$ cat config.mk
export PLATFORM = sky130hd
export DESIGN_NAME = counter_32
export DESIGN_NICKNAME = d
export VERILOG_FILES = /design/src/rtl/counter_32_pkg.sv /design/src/rtl/tff_sync.sv /design/src/rtl/counter_32.sv
export SDC_FILE = /design/constraint.sdc
export NUM_CORES = 1
export LEC_CHECK = 0
export BUFFER_PORTS_ARGS = -buffer_cell sky130_fd_sc_hd__buf_2
export CAP_MARGIN = 30
export CORE_AREA = 3 3 40 42
export CTS_CLUSTER_SIZE = 30
export DETAILED_ROUTE_END_ITERATION = 10
export DIE_AREA = 0 0 43 45
export RECOVER_POWER = 100
export REMOVE_ABC_BUFFERS = 1
export SLEW_MARGIN = 15
export SYNTH_ARGS = -nofsm -noshare
export SYNTH_HDL_FRONTEND = slang
export SYNTH_SLANG_ARGS = --single-unit
export TNS_END_PERCENT = 100
$ cat constraint.sdc
create_clock -name clk -period 1.4 [get_ports clk]
set_clock_uncertainty 0.15 [all_clocks]
set_input_delay 0.07 -clock clk [delete_from_list [all_inputs] [get_ports clk]]
set_output_delay 0.07 -clock clk [all_outputs]
set_load 0.02 [all_outputs]
$ cat src/rtl/counter_32_pkg.sv
// Shared constants and types for the counter_32 ripple-free synchronous counter.
// The optional terminal-count output is enabled by defining COUNTER_32_TC_EN.
package counter_32_pkg;

  localparam int unsigned COUNTER_32_WIDTH = 5;
  localparam int unsigned COUNTER_32_MAX   = (1 << COUNTER_32_WIDTH) - 1;

  typedef logic [COUNTER_32_WIDTH-1:0] count_t;

endpackage

$ cat src/rtl/tff_sync.sv
// T flip-flop with synchronous active-high clear; one bit of the counter_32 chain.
module tff_sync (
  input  logic clk,
  input  logic clr,
  input  logic t,
  output logic q
);

  logic q_q;

  always_ff @(posedge clk) begin
    if (clr) begin
      q_q <= 1'b0;
    end else if (t) begin
      q_q <= ~q_q;
    end
  end

  assign q = q_q;

endmodule

$ cat src/rtl/counter_32.sv
// Modulo-2**WIDTH synchronous up-counter built from T flip-flops and an AND-carry chain.
// Define COUNTER_32_TC_EN to add the combinational terminal-count output tc.
module counter_32
  import counter_32_pkg::*;
#(
  parameter int unsigned WIDTH = COUNTER_32_WIDTH
) (
  input  logic             clk,
  input  logic             clrn,
  input  logic             ena,
  output logic [WIDTH-1:0] out
`ifdef COUNTER_32_TC_EN
  ,
  output logic             tc
`endif
);

  // carry[i] is high when bit i should toggle: ena and every lower bit set.
  logic [WIDTH-1:0] carry;

  assign carry[0] = ena;

  for (genvar gi = 0; gi < WIDTH; gi++) begin : g_bit
    if (gi > 0) begin : g_carry
      assign carry[gi] = carry[gi-1] & out[gi-1];
    end

    tff_sync u_tff (
      .clk (clk),
      .clr (clrn),
      .t   (carry[gi]),
      .q   (out[gi])
    );
  end

`ifdef COUNTER_32_TC_EN
  // All ones with ena and no clear: the next edge wraps to zero.
  assign tc = carry[WIDTH-1] & out[WIDTH-1] & ~clrn;
`endif

endmodule

# Word-level counts from Yosys, hierarchy flattened
# Index checks and enable logic that the tools add are counted.
# W data, S select, Z words.
[op_classes] bitwise=9
[ops] cell="$not A1 Y1" count=5
[ops] cell="$and A1 B1 Y1" count=4
[word_totals] register_bits=5 inputBits=3 output_inout_bits=5 elab_cells=14

# Depth between registers and ports, before layout
[logic_depth] word_depth=4 ltp_mapped=3 depth_no_buf=3

# Hierarchy
# Synthesis repeated with hierarchy kept, for this count alone.
[hier_totals] cells_unflattened=19 area_unflattened_um2=192.7
[modules_own_cells] module="tff_sync" n_inst=5 cells_each=3 area_per_inst_um2=32.5 seq_area_each_um2=20.0
[modules_own_cells] module="counter_32" n_inst=1 cells_each=4 area_per_inst_um2=30.0 seq_area_each_um2=0.0

# Worst setup path before layout
# Ideal clock, no wire load.
[synth_timing] path_type="flip-flop to flip-flop" start="register g_bit[0].u_tff.q_q" end="register g_bit[4].u_tff.q_q" setup_time_ns=0.070 t_arrival_ns=0.943 required_time_ns=1.180 path_slack_ns=0.238 path_stages_with_launch=4 path_buffers=0 period_less_slack_ns=1.162 path_cell_list="dfxtp_1 -> nand4_2 -> or3_1 -> a21oi_1"
[synth_via] elab_chain_cells=4
[synth_lines] element="start, declared" line="tff_sync.sv:9" rtl="logic q_q;"
[synth_lines] element="start signal, assigned" line="tff_sync.sv:15" rtl="q_q <= ~q_q;"
[synth_lines] element="$and A1 B1 Y1 (4 in series)" line="counter_32.sv:25" rtl="assign carry[gi] = carry[gi-1] & out[gi-1];"
[synth_lines] element="end signal, assigned" line="tff_sync.sv:15"
[synth_lines] element="end, declared" line="tff_sync.sv:9"
# No other way between the ends.
# A chain may end at the register's enable or synchronous reset.

# Final worst setup path
[layout_timing] start="input ena" end="register g_bit[4].u_tff.q_q"
[layout_via] elab_chain_cells=4
[layout_lines] element="start, declared" line="counter_32.sv:10" rtl="input logic ena,"
[layout_lines] element="$and A1 B1 Y1 (4 in series)" line="counter_32.sv:25"
# No other way between the ends.

==> results.cfg <==
[run_status]
outcome = complete, no violations

[floorplanning]
start_util_pct = 17.8
ios = 8
dieHeight_um = 45
core_mm2 = 0.00128
rows = 13
dieArea_mm2 = 0.00194
die_x_um = 43

[routing]
firstDrtPassIters = 2
viasPerCell = 3.73
drtAntennaViolNets = 0
wirelength_um = 414
avgRoutedWirePerCell_um = 8.45
drc_errors = 0
drt_iter0_markers = 2
vias = 183

[worst_setup_path]
critPathRequiredTime_ns = 1.43
critPathLaunchType = primary input
arrival_ns = 1.33
rr_startpoint = g_bit[1].u_tff.q$_SDFFE_PP0N_
critPathMaxFanout = 4
regToRegSetupSlack_ns = 0.21
crit_type = in -> reg
end_kind = flop
ff2ff_path_depth = 3
startpoint = ena
reg2reg_to = g_bit[4].u_tff.q$_SDFFE_PP0P_
crit_end = g_bit[4].u_tff.q$_SDFFE_PP0P_

[logic_synthesis]
synth_area_um2 = 229
avgSynthCellArea_um2 = 9.16
yosys_warnings = 0
synthCells = 25
synth_seq_cells = 5
synth_cell_type_count = 12
yosysSeqAreaShare_pct = 43.7

[power]
leakagePower_nw = 0.112
ir_worst_vdd_v = 0.000477
powerDensity_mw_per_mm2 = 1230

[cells_and_area]
area_growth_pct = 27.9
num-fill-cells = 141
post-route-cell-area_um2 = 293
largest_reg_flops = 5
drive_above_1_share_pct = 20.6
final_nets = 38
antenna_cells = 0

[timing]
post-route-min-period_ns = 1.30
final-hold-violation-count = 0
setup-tns-final_ns = 0
grt_setup_unrepaired = false
finalCritPeriodShare_pct = 92.9
finalMaxSlewViolations = 0
fmax_mhz = 769
setup_viol = 0
relSlewSlack_pct = 82.7
worstMarginPinSlew_ns = 0.261

[clock_network]
cts_tree = built
cts-resized-gates = 0
clock_latency_ns = 0.24
h-tree-depth = 1
cts_made_buffers = 3
postCtsSetupRepairBufs = 0
clk_path_buf_depth = 2
clock_sinks = 5
cts_root_buf = clkbuf_4
clk_pin_slew_worst_paths_ns = 0.05

[placed_design]
port_buffers = 7
gp_congestion = 0.597
placed_cell_area_um2 = 253

[global_routing]
overflow = 0
grt_use_total_pct = 5.83
grt_pass1_wl_um = 772
grt_antenna_before_repair = 0
first_global_vias = 179
grt_max_degree = 6

[flow_run]
drv_cap = 0

[worst_hold_path]
hold_path.class = reg -> reg
[final cells by class]
type	count	area, um^2	area share (%)
clock buffers	4	26.3	8.97
inverters	1	3.75	1.28
multi-input cells	14	87.6	29.9
flip-flops and latches	5	100	34.2
well taps	15	18.8	6.41
repair buffers	10	56.3	19.2
[stage by stage]
step | total power [mW] | hold slack, ns | setup slack [ns] | util, % | cells
after floorplan | 0.177 | -0.0109 | 0.0922 | - | 20
after global placement | 0.195 | 0.155 | 0.240 | 19.7 | 43
after detailed placement | 0.195 | 0.162 | 0.208 | 19.7 | 43
after CTS | 0.372 | 0.344 | 0.102 | 23.3 | 49
after global routing | 0.386 | 0.387 | 0.0261 | 22.8 | 49
final | 0.362 | 0.340 | 0.0999 | 22.8 | 49
[synth_stat cells (all sizes together)]
cell type  instances  share of area [%]
buf                5                 16
dfxtp              5                 44
nor2               4                6.6
xnor2              2                7.7
xor2               2                7.7
a21oi              1                2.2
inv                1                1.6
nand2              1                1.6
nand3              1                2.2
nand4              1                5.5
o21ai              1                2.2
or3                1                2.7
[placed cells by master, fill, tap and decap left out]
master	synthesis	final
xnor2_1	2	2
dfxtp_1	5	5
clkbuf_4	0	3
inv_1	1	1
dlygate4sd3_1	0	2
buf_2	0	2
clkbuf_1	0	6
or3_1	1	1
a21oi_1	1	1
nor2_1	4	4
nand4_2	1	1
nand2_1	1	1
nand3_1	1	1
buf_4	5	1
o21ai_0	1	1
xor2_1	2	2
[where the power goes]
group / leakage [nW] / switching (mW) / internal [mW] / total [mW]
clock: 0.0150 / 0.0584 / 0.108 / 0.166
combinational: 0.0563 / 0.0230 / 0.0180 / 0.0410
sequential: 0.0407 / 0.00528 / 0.149 / 0.154
total: 0.112 / 0.0867 / 0.275 / 0.362
[per-layer routing]
| metal | global-route usage, % | up-vias | part of all wire [%] |
|---|---|---|---|
| met5 | 0 | - | 0 |
| met4 | 1.81 | 0 | 0 |
| met3 | 5.18 | 0 | 10 |
| met2 | 7.78 | 8 | 45 |
| met1 | 6.76 | 83 | 44 |
| li1 | - | 92 | - |
[critical path, cell delays in order]
cell and delay, ns:
dlygate4sd3_1 0.52, buf_2 0.15, nand4_2 0.14, or3_1 0.32, a21oi_1 0.13
[timing repair]
action	in CTS	in global routing
setup endpoints to repair	0	0
hold endpoints to repair	5	0
hold buffers	2	0
[how the worst min path moves through the flow]
stage / from / end / slack, ns / cells past startpoint
6_report: g_bit[4].u_tff.q$_SDFFE_PP0P_ / g_bit[4].u_tff.q$_SDFFE_PP0P_ / 0.34 / 2
5_1_grt: g_bit[4].u_tff.q$_SDFFE_PP0P_ / g_bit[4].u_tff.q$_SDFFE_PP0P_ / 0.39 / 2
4_1_cts: g_bit[4].u_tff.q$_SDFFE_PP0P_ / g_bit[4].u_tff.q$_SDFFE_PP0P_ / 0.34 / 2
3_5_place_dp: clrn / g_bit[0].u_tff.q$_SDFFE_PP0P_ / 0.16 / 2
3_3_place_gp: clrn / g_bit[4].u_tff.q$_SDFFE_PP0P_ / 0.16 / 2
2_1_floorplan: clrn / g_bit[4].u_tff.q$_SDFFE_PP0P_ / -0.01 / 1
[cell families after synthesis]
group / share of synthesized area, %
and+or+nand+nor: 18.6
buffers and inverters: 18.0
DFF: 43.7
xor gates and xnor gates: 15.3
AOI/OAI and AO/OA: 4.37
Note: power is estimated with default switching activity, not from simulation.
